File: config.mk
export PLATFORM = sky130hd
export DESIGN_NAME = kb_matrix_scanner_flat
export DESIGN_NICKNAME = d
export VERILOG_FILES = /design/src/rtl/kb_matrix_scanner_if.sv /design/src/rtl/kb_matrix_scanner.sv /design/src/flat_wrapper.sv
export SDC_FILE = /design/constraint.sdc
export NUM_CORES = 1
export LEC_CHECK = 0
export ABC_AREA = 0
export CAP_MARGIN = 20
export CORE_ASPECT_RATIO = 1.4
export CORE_UTILIZATION = 55
export CTS_BUF_LIST = sky130_fd_sc_hd__clkbuf_16
export DETAILED_ROUTE_END_ITERATION = 6
export GPL_TIMING_DRIVEN = 0
export HOLD_SLACK_MARGIN = 0.05
export PLACE_DENSITY = 0.8
export SYNTH_ARGS = -nofsm -noshare
export SYNTH_HDL_FRONTEND = slang
export SYNTH_SLANG_ARGS = --single-unit
File: constraint.sdc
create_clock -name clk -period 11.9 [get_ports clk]
set_clock_uncertainty 0.05 [all_clocks]
set_input_delay 2.38 -clock clk [delete_from_list [all_inputs] [get_ports clk]]
set_output_delay 2.38 -clock clk [all_outputs]
set_load 0.01 [all_outputs]
File: src/rtl/kb_matrix_scanner_if.sv
// Keypad matrix and key-event signals between the scanner (master) and the
// keypad / key consumer side (slave).
interface kb_matrix_scanner_if;
    logic [3:0] keyboard_col;
    logic [3:0] keyboard_row;
    logic [3:0] key_code;
    logic       key_valid;
    logic       key_pressed;
    logic       key_multi;

    modport master (
        output keyboard_col, key_code, key_valid, key_pressed, key_multi,
        input  keyboard_row
    );

    modport slave (
        input  keyboard_col, key_code, key_valid, key_pressed, key_multi,
        output keyboard_row
    );
endinterface

File: src/rtl/kb_matrix_scanner.sv
// 4x4 keypad scanner: column drive, 16-key snapshot debounce, one-shot key events.
// Optional auto-repeat while a single key is held: define KB_AUTO_REPEAT_EN.
//
// state   | meaning
// S_IDLE  | debounced snapshot empty, ready to accept a new key
// S_HELD  | exactly one key accepted and still held
// S_MULTI | several keys, or a changed key, seen; waiting for full release
module kb_matrix_scanner #(
    parameter int COL_PERIOD     = 2500,
    parameter int DEBOUNCE_SCANS = 2,
    parameter int REPEAT_DELAY   = 50,
    parameter int REPEAT_RATE    = 10
) (
    input  logic                clk,
    input  logic                rst_n,
    kb_matrix_scanner_if.master kb
);

    localparam int DIV_W = (COL_PERIOD > 1) ? $clog2(COL_PERIOD) : 1;

    typedef enum logic [1:0] {S_IDLE, S_HELD, S_MULTI} state_t;

    state_t           state_q;
    logic [DIV_W-1:0] div_q;
    logic [1:0]       col_q;
    logic [3:0]       col_drv_q;
    logic [3:0]       row_s1_q;
    logic [3:0]       row_s_q;
    logic [15:0]      snap_q;
    logic [15:0]      prev_q;
    logic [15:0]      deb_q;
    logic [3:0]       stable_cnt_q;
    logic [3:0]       key_code_q;
    logic             key_valid_q;
    logic             key_pressed_q;
    logic             key_multi_q;

`ifdef KB_AUTO_REPEAT_EN
    localparam int RPT_MAX = (REPEAT_DELAY > REPEAT_RATE) ? REPEAT_DELAY : REPEAT_RATE;
    localparam int RPT_W   = $clog2(RPT_MAX + 1);
    logic [RPT_W-1:0] rep_q;
`endif

    logic        tc;
    logic        sc;
    logic [1:0]  col_nx;
    logic [15:0] snap_d;
    logic [3:0]  stable_cnt_d;
    logic [15:0] deb_d;
    logic        deb_nz;
    logic        deb_many;
    logic        deb_one;
    logic [3:0]  deb_idx;

    always_comb begin
        tc     = (div_q == DIV_W'(COL_PERIOD - 1));
        sc     = tc && (col_q == 2'd3);
        col_nx = col_q + 2'd1;

        snap_d = snap_q;
        if (tc) begin
            for (int r = 0; r < 4; r++) begin
                snap_d[{2'(r), col_q}] = row_s_q[2'(r)];
            end
        end

        if (snap_d == prev_q) begin
            stable_cnt_d = (stable_cnt_q == 4'(DEBOUNCE_SCANS)) ? stable_cnt_q
                                                                : stable_cnt_q + 4'd1;
        end else begin
            stable_cnt_d = 4'd1;
        end

        deb_d    = (stable_cnt_d == 4'(DEBOUNCE_SCANS)) ? snap_d : deb_q;
        deb_nz   = (deb_d != 16'h0000);
        // Clearing the lowest set bit leaves something only if 2+ bits were set.
        deb_many = ((deb_d & (deb_d - 16'd1)) != 16'h0000);
        deb_one  = deb_nz && !deb_many;

        deb_idx = 4'd0;
        for (int i = 0; i < 16; i++) begin
            if (deb_d[4'(i)]) deb_idx = 4'(i);
        end
    end

    always_ff @(posedge clk or negedge rst_n) begin
        if (!rst_n) begin
            state_q       <= S_IDLE;
            div_q         <= '0;
            col_q         <= 2'd0;
            col_drv_q     <= 4'b1110;
            row_s1_q      <= 4'h0;
            row_s_q       <= 4'h0;
            snap_q        <= 16'h0000;
            prev_q        <= 16'h0000;
            deb_q         <= 16'h0000;
            stable_cnt_q  <= 4'd0;
            key_code_q    <= 4'd0;
            key_valid_q   <= 1'b0;
            key_pressed_q <= 1'b0;
            key_multi_q   <= 1'b0;
`ifdef KB_AUTO_REPEAT_EN
            rep_q         <= '0;
`endif
        end else begin
            // Inverted on entry so a cleared synchroniser reads as "no key".
            row_s1_q    <= ~kb.keyboard_row;
            row_s_q     <= row_s1_q;
            key_valid_q <= 1'b0;

            if (tc) begin
                div_q     <= '0;
                col_q     <= col_nx;
                col_drv_q <= ~(4'b0001 << col_nx);
                snap_q    <= snap_d;
            end else begin
                div_q <= div_q + DIV_W'(1);
            end

            if (sc) begin
                prev_q        <= snap_d;
                stable_cnt_q  <= stable_cnt_d;
                deb_q         <= deb_d;
                key_pressed_q <= deb_nz;
                key_multi_q   <= deb_many;

                case (state_q)
                    S_IDLE: begin
                        if (deb_one) begin
                            state_q     <= S_HELD;
                            key_code_q  <= deb_idx;
                            key_valid_q <= 1'b1;
`ifdef KB_AUTO_REPEAT_EN
                            rep_q       <= RPT_W'(REPEAT_DELAY);
`endif
                        end else if (deb_many) begin
                            state_q <= S_MULTI;
                        end
                    end
                    S_HELD: begin
                        if (!deb_nz) begin
                            state_q <= S_IDLE;
`ifdef KB_AUTO_REPEAT_EN
                            rep_q   <= '0;
`endif
                        end else if (deb_many || (deb_idx != key_code_q)) begin
                            // A different key must wait for full release like a chord.
                            state_q <= S_MULTI;
`ifdef KB_AUTO_REPEAT_EN
                            rep_q   <= '0;
`endif
                        end else begin
`ifdef KB_AUTO_REPEAT_EN
                            if (rep_q == RPT_W'(1)) begin
                                key_valid_q <= 1'b1;
                                rep_q       <= RPT_W'(REPEAT_RATE);
                            end else begin
                                rep_q <= rep_q - RPT_W'(1);
                            end
`endif
                        end
                    end
                    S_MULTI: begin
                        if (!deb_nz) state_q <= S_IDLE;
                    end
                    default: state_q <= S_IDLE;
                endcase
            end
        end
    end

    assign kb.keyboard_col = col_drv_q;
    assign kb.key_code     = key_code_q;
    assign kb.key_valid    = key_valid_q;
    assign kb.key_pressed  = key_pressed_q;
    assign kb.key_multi    = key_multi_q;

endmodule
File: src/flat_wrapper.sv
// flat-port wrapper written by rule: the top's interface ports become plain ports
module kb_matrix_scanner_flat 
#(
    parameter int COL_PERIOD     = 2500,
    parameter int DEBOUNCE_SCANS = 2,
    parameter int REPEAT_DELAY   = 50,
    parameter int REPEAT_RATE    = 10
)
  (clk, rst_n, kb_keyboard_col, kb_key_code, kb_key_valid, kb_key_pressed, kb_key_multi, kb_keyboard_row);
  kb_matrix_scanner_if kb_i ();
  input  logic clk;
  input  logic rst_n;
  output wire logic [$bits(kb_i.keyboard_col)-1:0] kb_keyboard_col;
  output wire logic [$bits(kb_i.key_code)-1:0] kb_key_code;
  output wire logic [$bits(kb_i.key_valid)-1:0] kb_key_valid;
  output wire logic [$bits(kb_i.key_pressed)-1:0] kb_key_pressed;
  output wire logic [$bits(kb_i.key_multi)-1:0] kb_key_multi;
  input wire logic [$bits(kb_i.keyboard_row)-1:0] kb_keyboard_row;
  assign kb_keyboard_col = kb_i.keyboard_col;
  assign kb_key_code = kb_i.key_code;
  assign kb_key_valid = kb_i.key_valid;
  assign kb_key_pressed = kb_i.key_pressed;
  assign kb_key_multi = kb_i.key_multi;
  assign kb_i.keyboard_row = kb_keyboard_row;
  kb_matrix_scanner #(.COL_PERIOD(COL_PERIOD), .DEBOUNCE_SCANS(DEBOUNCE_SCANS), .REPEAT_DELAY(REPEAT_DELAY), .REPEAT_RATE(REPEAT_RATE)) u_core (.clk(clk), .rst_n(rst_n), .kb(kb_i));
endmodule
---- Word level (Yosys, flattened, before mapping) ----
Cells that the tools add are included.
storage, ports and cells
  input bits .............................. 6
  flip-flop bits (word level) ............. 83
  output and inout bits ................... 11
cells by class
  reductions and logical operators ........ 13
  muxes and demuxes ....................... 33
  shifts and indexed selects .............. 1
  $add $sub $neg .......................... 4
  eq/ne operators ......................... 11
  $lt $le $gt $ge ......................... 8
  bitwise logic cells ..................... 3
operator list
  cell                   count
  $bwmux 16              4
  $mux 16                2
  $reduce_bool 16->1     2
  $and 16x16->16         1
  $eq 16x16->1           1
  $sub 16x1->16 const B  1
  $mux 2                 7
  $add 12x1->12 const B  1
  $eq 12x12->1 const B   1
  $mux 12                1
  $mux 3                 4
  $lt 4x5->1 const B     2
  $demux 1 s2            4
  $eq 4x2->1 const B     2
  $ge 4x1->1 const B     2
  $mux 1                 8
  $mux 4                 2
  $logic_and 1x1->1      6
  $pmux 2 s3             1
  $lt 2x5->1 const B     1
  $lt 3x5->1 const B     1
  $add 4x1->4 const B    1
  $eq 2x2->1 const B     2
  $ne 3x4->1             1
  15 further kinds       15

---- Depth between registers and ports, before layout ----
Gate-level depths: netlist of the first run.
  depth after elaboration ................. 25
  depth in mapped cells ................... 13

---- Least setup slack after synthesis of the first run ----
Ideal clock, no wire load.
  path type ............................... register to register
  start point ............................. register u_core.div_q[0]
  end point ............................... register u_core.key_code_q[0], in the netlist u_core.kb.key_code[0]
  slack ................................... 7.808 ns
  stages on the path, launching flop included .. 12
  data arrival time ....................... 3.917 ns
  setup time .............................. 0.125 ns
  path through ............................ dfrtp_1 -> ha_1 -> nor4b_4 -> nand4_1 -> mux2_2 -> or4_4 -> or4_4 -> a221oi_2 -> o211ai_1 -> o31a_1 -> nand4bb_4 -> mux2_4
between the ends
  word-level cells in the longest chain between the ends .. 13
  elaborated cells between the ends (all ways) .. 21
ends and longest elaborated chain
  what                                                                    RTL line                  source
  start, declared                                                         kb_matrix_scanner.sv:24   logic [DIV_W-1:0] div_q;
  start signal, assigned                                                  kb_matrix_scanner.sv:117  div_q <= div_q + DIV_W'(1);
  $eq 12x12->1 (*)                                                        kb_matrix_scanner.sv:56   tc = (div_q == DIV_W'(COL_PERIOD - 1));
  parallel branches: the longest is 12 deep, another holds $sub 16x1->16  -
  end signal, assigned                                                    kb_matrix_scanner.sv:131  key_code_q <= deb_idx;
  end, declared                                                           kb_matrix_scanner.sv:33   logic [3:0] key_code_q;
Every way passes the cells marked *.
A chain may end at the register's enable or synchronous reset.

---- Worst setup path after layout of the first run ----
Same ends and word-level chain as after synthesis.

==> metrics.md, run 1 <==
| Metric | Value |
|---|---|
| Status | `finished clean` |
| Post-Layout Cell Count | `599` |
| Largest family of logic cells by synthesized area | `simple AND/OR/NAND/NOR gates` |
| Post-Synth Simple-Gate Area | `0.207` |
| Buffers on Ports | `13` |
| Post-synthesis cell type count | `63` |
| Fin Setup TNS | `0 ps` |
| Power Dens Cells | `106 mW/mm^2` |
| Critical path type | `flop to flop` |
| Routability congestion estimate | `0.864` |
| DR iter-0 viols | `242` |
| Rel. slew slack | `0.441` |
| Setup violations, final | `0` |
| Full die area | `0.00849 sq mm` |
| Drt first pass iters | `4` |
| Setup crit start kind | `flop` |
| Cell Area, Synth | `0.00447 sq mm` |
| Crit path largest cell delay | `580 ps` |
| Leakage | `2.41 nW` |
| Final Cycle Share | `0.402` |
| Vias in the first global route | `3,607` |
| Ys async rst share | `1.00` |
| Number of diodes | `0` |
| Worst setup EP type | `flop` |
| Initial Util | `0.573` |
| Max-cap check violation count | `0` |
| Hold crit path type | `flop to flop` |
| Syn_area_per_cell | `9.52 sq um` |
| Area Overhead vs Synth | `12.0%` |
| Worst slew pin tran | `832 ps` |
| Critical Path, Cell by Cell | `ha_1, nor4b_4, nand4_2, mux2i_1, inv_1, or4_4, or4_4, a221oi_2, o211ai_1, o31a_1, nand4bb_4, mux2_4` |
| Pins over their slew limit | `0` |
| Io pins | `17` |
| Site Rows | `38` |
| Vias/cell | `5.96` |
| All-Layer GR Usage | `0.261` |
| Initial antenna violation count | `0` |
| DRC | `0` |
| Layout cell share with drive strength beyond 1 | `0.0802` |
| EDFF count, synth | `0` |
| Mux contribution to synthesized area | `0.0518` |
| Vias after detailed routing | `3,569` |
| Grt total ovfl | `0` |
| Post-detail-place hpwl | `7.29 mm` |
| CTS root buffer | `clkbuf_16` |
| Setup Fix Bufs, Post-CTS | `0` |
| Final core utilization | `0.642` |
| Register area share after synthesis | `0.460` |
| CP max stage cell | `or4_4` |
| Die height | `109 microns` |
| Arrival @ worst endpoint | `4960 ps` |
| IR drop worst, VDD | `0.0000844 V` |
| Area share of xor/xnor cells in the synthesized design | `0.0471` |
| Synth Area in Adders | `0.0420` |
| CTS Buf Count | `9` |
| Final wirelength | `9.93 mm` |
| Min setup slack post-route | `7120 ps` |
| Clock sink count | `82` |
| Cell mode on critical path | `or4_4` |
| CTS Hold Buffers Added | `0` |
| Dpl cells | `583` |
| Unrepaired setup endpoints after global routing | `false` |
| H-tree Lvls | `3` |
| Final Hold Fails | `0` |
| Syn_nets | `486` |
| WL per Instance | `16.6 microns` |
| Minimum clock period | `4780 ps` |
| Achievable clock frequency | `0.209 GHz` |
| Yosys warns | `0` |
| Die W | `78.2 microns` |
| Clk_lat worst skew | `340 ps` |
| CTS Buffer Depth | `2` |
| Required time of the critical path | `12,080 ps` |
| Final ANT Viol Nets | `0` |
| Seq cells post-synth | `82` |
| Synth Area in Compound Gates | `0.148` |
| Syn Inst Count | `469` |
| Worst Path Max Fanout | `8` |
| Main flop type after synthesis | `dfrtp_1` |
| First-pass GRT wire length | `16.8 mm` |
| Setup WS pre-CTS | `7160 ps` |
| Nets | `511` |
| CTS tree | `built` |
| PostCTS Resize Cnt | `0` |
| Largest net degree at the start of global routing | `54` |
| CTS clk-pin slew, worst paths | `60 ps` |
| Core ar. | `0.00780 sq mm` |
cells in the final DEF, fill, tap and decap left out, drive strengths merged, types with 3 or more instances in the layout:
master	instances
dfrtp	79
nand2	63
nor2	39
inv	35
o21ai	34
clkbuf	23
a21oi	17
xnor2	14
nand3	13
mux2i	13
clkdlybuf4s50	12
nand4	12
ha	11
xor2	10
mux2	8
nor2b	7
nor3	7
and2	6
nand2b	5
a22oi	5
o211ai	5
maj3	5
a211o	4
a31oi	4
or3	4
clkinv	4
or4	4
buf	4
o22ai	3
a2111oi	3
o21a	3
o31ai	3
dfstp	3
and3	3
nor4	3
metal layers:
| metal | part of all wire | vias to the layer above | wire length, microns | GRT usage |
|---|---|---|---|---|
| met4 | 0.044 | 0 | 440 | 0.165 |
| li1 | - | 1694 | - | - |
| met3 | 0.035 | 31 | 344 | 0.0452 |
| met1 | 0.40 | 1760 | 3950 | 0.292 |
| met2 | 0.52 | 84 | 5200 | 0.460 |
| met5 | 0 | - | 0 | 0 |
worst paths after layout:
check,slack [ps],end,startpoint,cells after the start
min in group asynchronous,1920,u_core.div_q[0]$_DFF_PN0_,rst_n,1
setup reg to reg,7120,u_core.kb.key_code[0]$_DFFE_PN0P_,u_core.div_q[0]$_DFF_PN0_,12
setup / recovery,7120,u_core.kb.key_code[0]$_DFFE_PN0P_,u_core.div_q[0]$_DFF_PN0_,12
hold reg to reg,300,u_core.row_s_q[0]$_DFF_PN0_,u_core.row_s1_q[0]$_DFF_PN0_,0
hold / removal,300,u_core.row_s_q[0]$_DFF_PN0_,u_core.row_s1_q[0]$_DFF_PN0_,0
max in group asynchronous,9270,u_core.kb.keyboard_col[3]$_DFFE_PN1N_,rst_n,2
area by class of cell:
type | instances | area (sq um)
Clock buffer | 9 | 225
Fill cell | 661 | 2800
Multi-Input combinational cell | 338 | 2220
Tap cell | 100 | 125
Buffer | 17 | 73.8
Timing Repair Buffer | 14 | 155
Inverter | 32 | 120
Clock inverter | 7 | 30.0
Sequential cell | 82 | 2060
sequential cells by signal, summed over array words and instances, names as in the netlist:
signal and flops:
u_core.snap_q 16, u_core.kb.key_valid 1, u_core.kb.key_pressed 1, u_core.kb.key_multi 1, u_core.deb_q 16, u_core.col_q 2, u_core.row_s_q 2, u_core.state_q 2
u_core.row_s1_q 2, u_core.stable_cnt_q 4, u_core.kb.keyboard_col 4, u_core.kb.key_code 3, u_core.div_q 12, u_core.prev_q 16
worst max-delay path, delay by kind of cell (launching register included):
kind	cells	cell delay, ps
AND/OR/NAND/NOR	5	2250
AO/OA/AOI/OAI	3	740
multiplexers	2	750
adder cells (fa/ha/maj)	1	270
flip-flops	1	410
buffers and inverters	1	200
kinds of logic (layout without fill, tap and decap cells):
| kind of cell | count (synthesis) | count (layout) |
|---|---|---|
| AND/OR/NAND/NOR | 176 | 176 |
| other | 1 | 1 |
| AO/OA/AOI/OAI | 100 | 100 |
| XOR/XNOR | 24 | 24 |
| multiplexers | 21 | 21 |
| buffers and inverters | 49 | 79 |
| adder cells (fa/ha/maj) | 16 | 16 |
| flip-flops | 82 | 82 |
cells in the mapped netlist, types with 3 or more instances:
master     instances  share of area
dfrtp_1           79           0.44
nand2_1           63          0.053
nor2_1            39          0.033
o21ai_0           34          0.038
inv_1             32          0.027
a21oi_1           17          0.019
clkbuf_1          14          0.012
xnor2_1           14          0.027
mux2i_1           13          0.029
nand3_1           13          0.015
ha_1              11          0.031
nand4_1           10          0.014
xor2_1            10          0.020
nor2b_1            7         0.0098
nor3_1             7         0.0078
a22oi_1            5         0.0084
and2_1             5         0.0070
maj3_1             5          0.011
mux2_2             5          0.013
nand2b_1           5         0.0070
o211ai_1           5         0.0084
a211o_1            4         0.0078
a31oi_1            4         0.0056
or3_1              4         0.0056
a2111oi_0          3         0.0059
dfstp_2            3          0.018
mux2_4             3          0.010
o21a_1             3         0.0050
o22ai_1            3         0.0042
o31ai_1            3         0.0050
power breakdown:
group | internal, mW | switching, mW | leakage, nW
clock | 0.137 | 0.103 | 0.140
combinational | 0.00286 | 0.00777 | 1.16
sequential | 0.280 | 0.000319 | 1.11
total | 0.419 | 0.111 | 2.41
metrics by stage:
| stage | hold slack [ps] | area, sq um | power [mW] |
|---|---|---|---|
| 3_5_place_dp | 288 | 4750 | 0.296 |
| 4_1_cts | 300 | 5000 | 0.537 |
| 3_3_place_gp | 285 | 4720 | 0.295 |
| 6_report | 298 | 5000 | 0.531 |
| 5_1_grt | 305 | 5000 | 0.550 |
| 2_1_floorplan | 281 | 4470 | 0.288 |
Note: power is estimated with default switching activity, not from simulation.
==> inputs of run 2 (changes only) <==
--- a/config.mk
+++ b/config.mk
@@ -13,7 +13,7 @@
 export DETAILED_ROUTE_END_ITERATION = 6
 export GPL_TIMING_DRIVEN = 0
 export HOLD_SLACK_MARGIN = 0.05
-export PLACE_DENSITY = 0.8
+export PLACE_DENSITY = 0.83
 export SYNTH_ARGS = -nofsm -noshare
 export SYNTH_HDL_FRONTEND = slang
 export SYNTH_SLANG_ARGS = --single-unit
==> constraint.sdc (replaced) <==
create_clock -name clk -period 4.26 [get_ports clk]
set_clock_uncertainty 0.05 [all_clocks]
set_input_delay 0.852 -clock clk [delete_from_list [all_inputs] [get_ports clk]]
set_output_delay 0.852 -clock clk [all_outputs]
set_load 0.01 [all_outputs]
==> run 2 against run 1 <==
Non-clock buffer count grew 19. Critical path depth grew 4. Clock power rose to 3.1 times the previous value. Via count increased by 5.1%. Sequential power rose to 2.8 times the previous value. Sequential share of layout area fell by 2.1 points. Count of clock-buffer cells in the layout stayed put. Critical endpoint is now u_core.kb.key_code[1]$_DFFE_PN0P_. Largest power group unchanged. Highest routed layer unchanged.
==> metrics.md, run 2 (synthesized netlist as in run 1, its figures left out) <==
| Metric | Value |
|---|---|
| Status | `finished clean (unchanged)` |
| FF-to-FF Start | `u_core.div_q[0]$_DFF_PN0_ (unchanged)` |
| Max-cap check violation count | `0 (unchanged)` |
| Final Hold Fails | `0 (unchanged)` |
| Logic pwr share | `0.020 (about the same)` |
| Required time of the critical path | `4430 ps (was 12,080 ps)` |
| Post-Layout Cell Count | `617 (was 599)` |
| Worst Path Max Fanout | `5 (was 8)` |
| Nets | `530 (was 511)` |
| Worst hold slack | `299 ps (was 298 ps)` |
| H-tree Lvls | `3 (unchanged)` |
| Clk pwr share | `0.474 (was 0.453)` |
| Worst hold path depth | `0 (unchanged)` |
| Vias in the first global route | `3,666 (was 3,607)` |
| Power Dens Cells | `293 mW/mm^2 (was 106 mW/mm^2)` |
| Dpl cells | `583 (unchanged)` |
| Number of diodes | `0 (unchanged)` |
| Vias after detailed routing | `3,751 (was 3,569)` |
| Most frequent cells in the layout | `79 x dfrtp_1, 63 x nand2_1, 39 x nor2_1 (unchanged)` |
| CTS tree | `built (unchanged)` |
| Largest net degree at the start of global routing | `58 (was 54)` |
| Critical R2R Capture | `u_core.kb.key_code[1]$_DFFE_PN0P_ (was u_core.kb.key_code[0]$_DFFE_PN0P_)` |
| Worst reg-to-reg setup slack | `110 ps (was 7120 ps)` |
| Core ar. | `0.00780 sq mm (unchanged)` |
| Min-delay src | `u_core.row_s1_q[0]$_DFF_PN0_ (unchanged)` |
| Final wirelength | `10.6 mm (was 9.93 mm)` |
| Fin Setup TNS | `0 ps (unchanged)` |
| R2r worst-path depth | `16 (was 12)` |
| Site Rows | `38 (unchanged)` |
| Io pins | `17 (unchanged)` |
| Initial Util | `0.573 (unchanged)` |
| Die W | `78.2 microns (unchanged)` |
| FF/Latch Area | `0.00206 sq mm (unchanged)` |
| Layout cell share with drive strength beyond 1 | `0.141 (was 0.0802)` |
| Final ANT Viol Nets | `0 (unchanged)` |
| All-Layer GR Usage | `0.270 (was 0.261)` |
| Rel. slew slack | `0.556 (was 0.441)` |
| CTS clk-pin slew, worst paths | `60 ps (about the same)` |
| CTS Buf Count | `9 (unchanged)` |
| Buffers on Ports | `13 (unchanged)` |
| Area of the multi-input gates | `0.00231 sq mm (was 0.00222 sq mm)` |
| Reg power frac | `0.506 (was 0.527)` |
| Worst slew pin tran | `666 ps (was 832 ps)` |
| Hold crit path type | `flop to flop (unchanged)` |
| Largest registers | `u_core.deb_q x16, u_core.prev_q x16, u_core.snap_q x16 (unchanged)` |
| Post-detail-place hpwl | `7.16 mm (was 7.29 mm)` |
| Leakage | `2.52 nW (was 2.41 nW)` |
| DRC | `0 (unchanged)` |
| Grt total ovfl | `0 (unchanged)` |
| Drt first pass iters | `5 (was 4)` |
| WL per Instance | `17.2 microns (was 16.6 microns)` |
| Critical path type | `flop to flop (unchanged)` |
| Minimum clock period | `4150 ps (was 4780 ps)` |
| Full die area | `0.00849 sq mm (unchanged)` |
| Switching share of power | `0.204 (was 0.210)` |
| DR iter-0 viols | `416 (was 242)` |
| IR drop worst, VDD | `0.000244 V (was 0.0000844 V)` |
| Psw | `316 uW (was 111 uW)` |
| Die height | `109 microns (unchanged)` |
| Vias/cell | `6.08 (was 5.96)` |
| Unrepaired setup endpoints after global routing | `false (unchanged)` |
| Clk_lat worst skew | `340 ps (about the same)` |
| Pins over their slew limit | `0 (unchanged)` |
| CTS root buffer | `clkbuf_16 (unchanged)` |
| Final Cycle Share | `0.973 (was 0.402)` |
| Routability congestion estimate | `0.878 (was 0.864)` |
| Setup violations, final | `0 (unchanged)` |
| Worst setup EP type | `flop (unchanged)` |
| Achievable clock frequency | `0.241 GHz (was 0.209 GHz)` |
| Area Overhead vs Synth | `18.0% (was 12.0%)` |
| Arrival @ worst endpoint | `4320 ps (was 4960 ps)` |
| Initial antenna violation count | `0 (unchanged)` |
| Fillers | `585 (was 661)` |
| Hold Path Sink | `u_core.row_s_q[0]$_DFF_PN0_ (unchanged)` |
| CTS Hold Buffers Added | `0 (unchanged)` |
| CTS Buffer Depth | `2 (unchanged)` |
| First-pass GRT wire length | `17.5 mm (was 16.8 mm)` |
| Setup crit start kind | `flop (unchanged)` |
| Clock sink count | `82 (unchanged)` |
| Most common cell after layout, fill and taps aside | `dfrtp_1 (unchanged)` |
| Internal cell power | `1.23 mW (was 419 uW)` |
-- run 2: cell types whose count changed in the layout (fill, tap and decap cells not counted), moves of 3 or more --
| cell | previous run | this run |
|---|---|---|
| inv_1 | 35 | 32 |
| ha_1 | 11 | 8 |
| mux2i_4 | 0 | 3 |
| buf_4 | 2 | 23 |
| clkbuf_1 | 14 | 10 |
| mux2i_1 | 13 | 8 |
-- run 2: timing repair --
action / in CTS / in global routing
resized for setup: 13 / 10
endpoints found under the setup margin: 8 / 13
setup buffers: 12 / 10
pin swaps: 4 / 9
-- run 2: metal layers --
layer,vias to the layer above,part of all wire,GRT usage
met5,-,0,0
met4,0,0.052,0.180
met3,48,0.055,0.0418
met2,163,0.50,0.471
met1,1800,0.39,0.306
li1,1740,-,-
-- run 2: worst max-delay path: stages (launching register included) --
cell       delay, ps
dfrtp_1          430
ha_4             200
nor4b_4          130
buf_4            140
buf_4            120
nand4_1          190
buf_6            170
nor2_1            50
a21oi_2          190
inv_2             70
or4_4            560
or4_4            430
a221oi_2         260
o211ai_1         130
o31a_1           330
nand4bb_4        240
mux2_4           330
-- run 2: worst max path at each step --
stage                         startpoint                                end  slack [ps]  cells past startpoint
2_1_floorplan  u_core.div_q[0]$_DFF_PN0_  u_core.kb.key_code[0]$_DFFE_PN0P_         170                     11
4_1_cts        u_core.div_q[0]$_DFF_PN0_  u_core.kb.key_code[1]$_DFFE_PN0P_          40                     12
5_1_grt        u_core.div_q[1]$_DFF_PN0_  u_core.kb.key_code[1]$_DFFE_PN0P_          20                     11
6_report       u_core.div_q[0]$_DFF_PN0_  u_core.kb.key_code[1]$_DFFE_PN0P_         110                     16
3_5_place_dp   u_core.div_q[0]$_DFF_PN0_  u_core.kb.key_code[1]$_DFFE_PN0P_        -370                     12
3_3_place_gp                       rst_n  u_core.kb.key_code[1]$_DFFE_PN0P_        -480                      1
-- run 2: area by class of cell --
class,instances,area share
repair buffers,36,0.0615
multi-input cells,338,0.439
flip-flops and latches,82,0.390
clock inverters,6,0.00949
well taps,100,0.0237
inverters,32,0.0228
plain buffers,14,0.0112
clock buffers,9,0.0427
-- run 2: through the flow --
step	util	setup WS, ps	instance area [sq um]	power [mW]
after floorplan	-	168	4470	0.803
after global placement	0.606	-475	4720	0.824
after detailed placement	0.609	-369	4750	0.827
after CTS	0.665	35.9	5180	1.56
after global routing	0.676	24.8	5270	1.59
final	0.676	114	5270	1.55
-- run 2: power by group through the flow --
stage	Clock [mW]	Sequential, mW	Combinational, mW
after floorplan	0	0.796	0.00742
after global placement	0	0.796	0.0273
after detailed placement	0	0.796	0.0312
after CTS	0.742	0.782	0.0319
after global routing	0.777	0.782	0.0352
final	0.733	0.783	0.0309
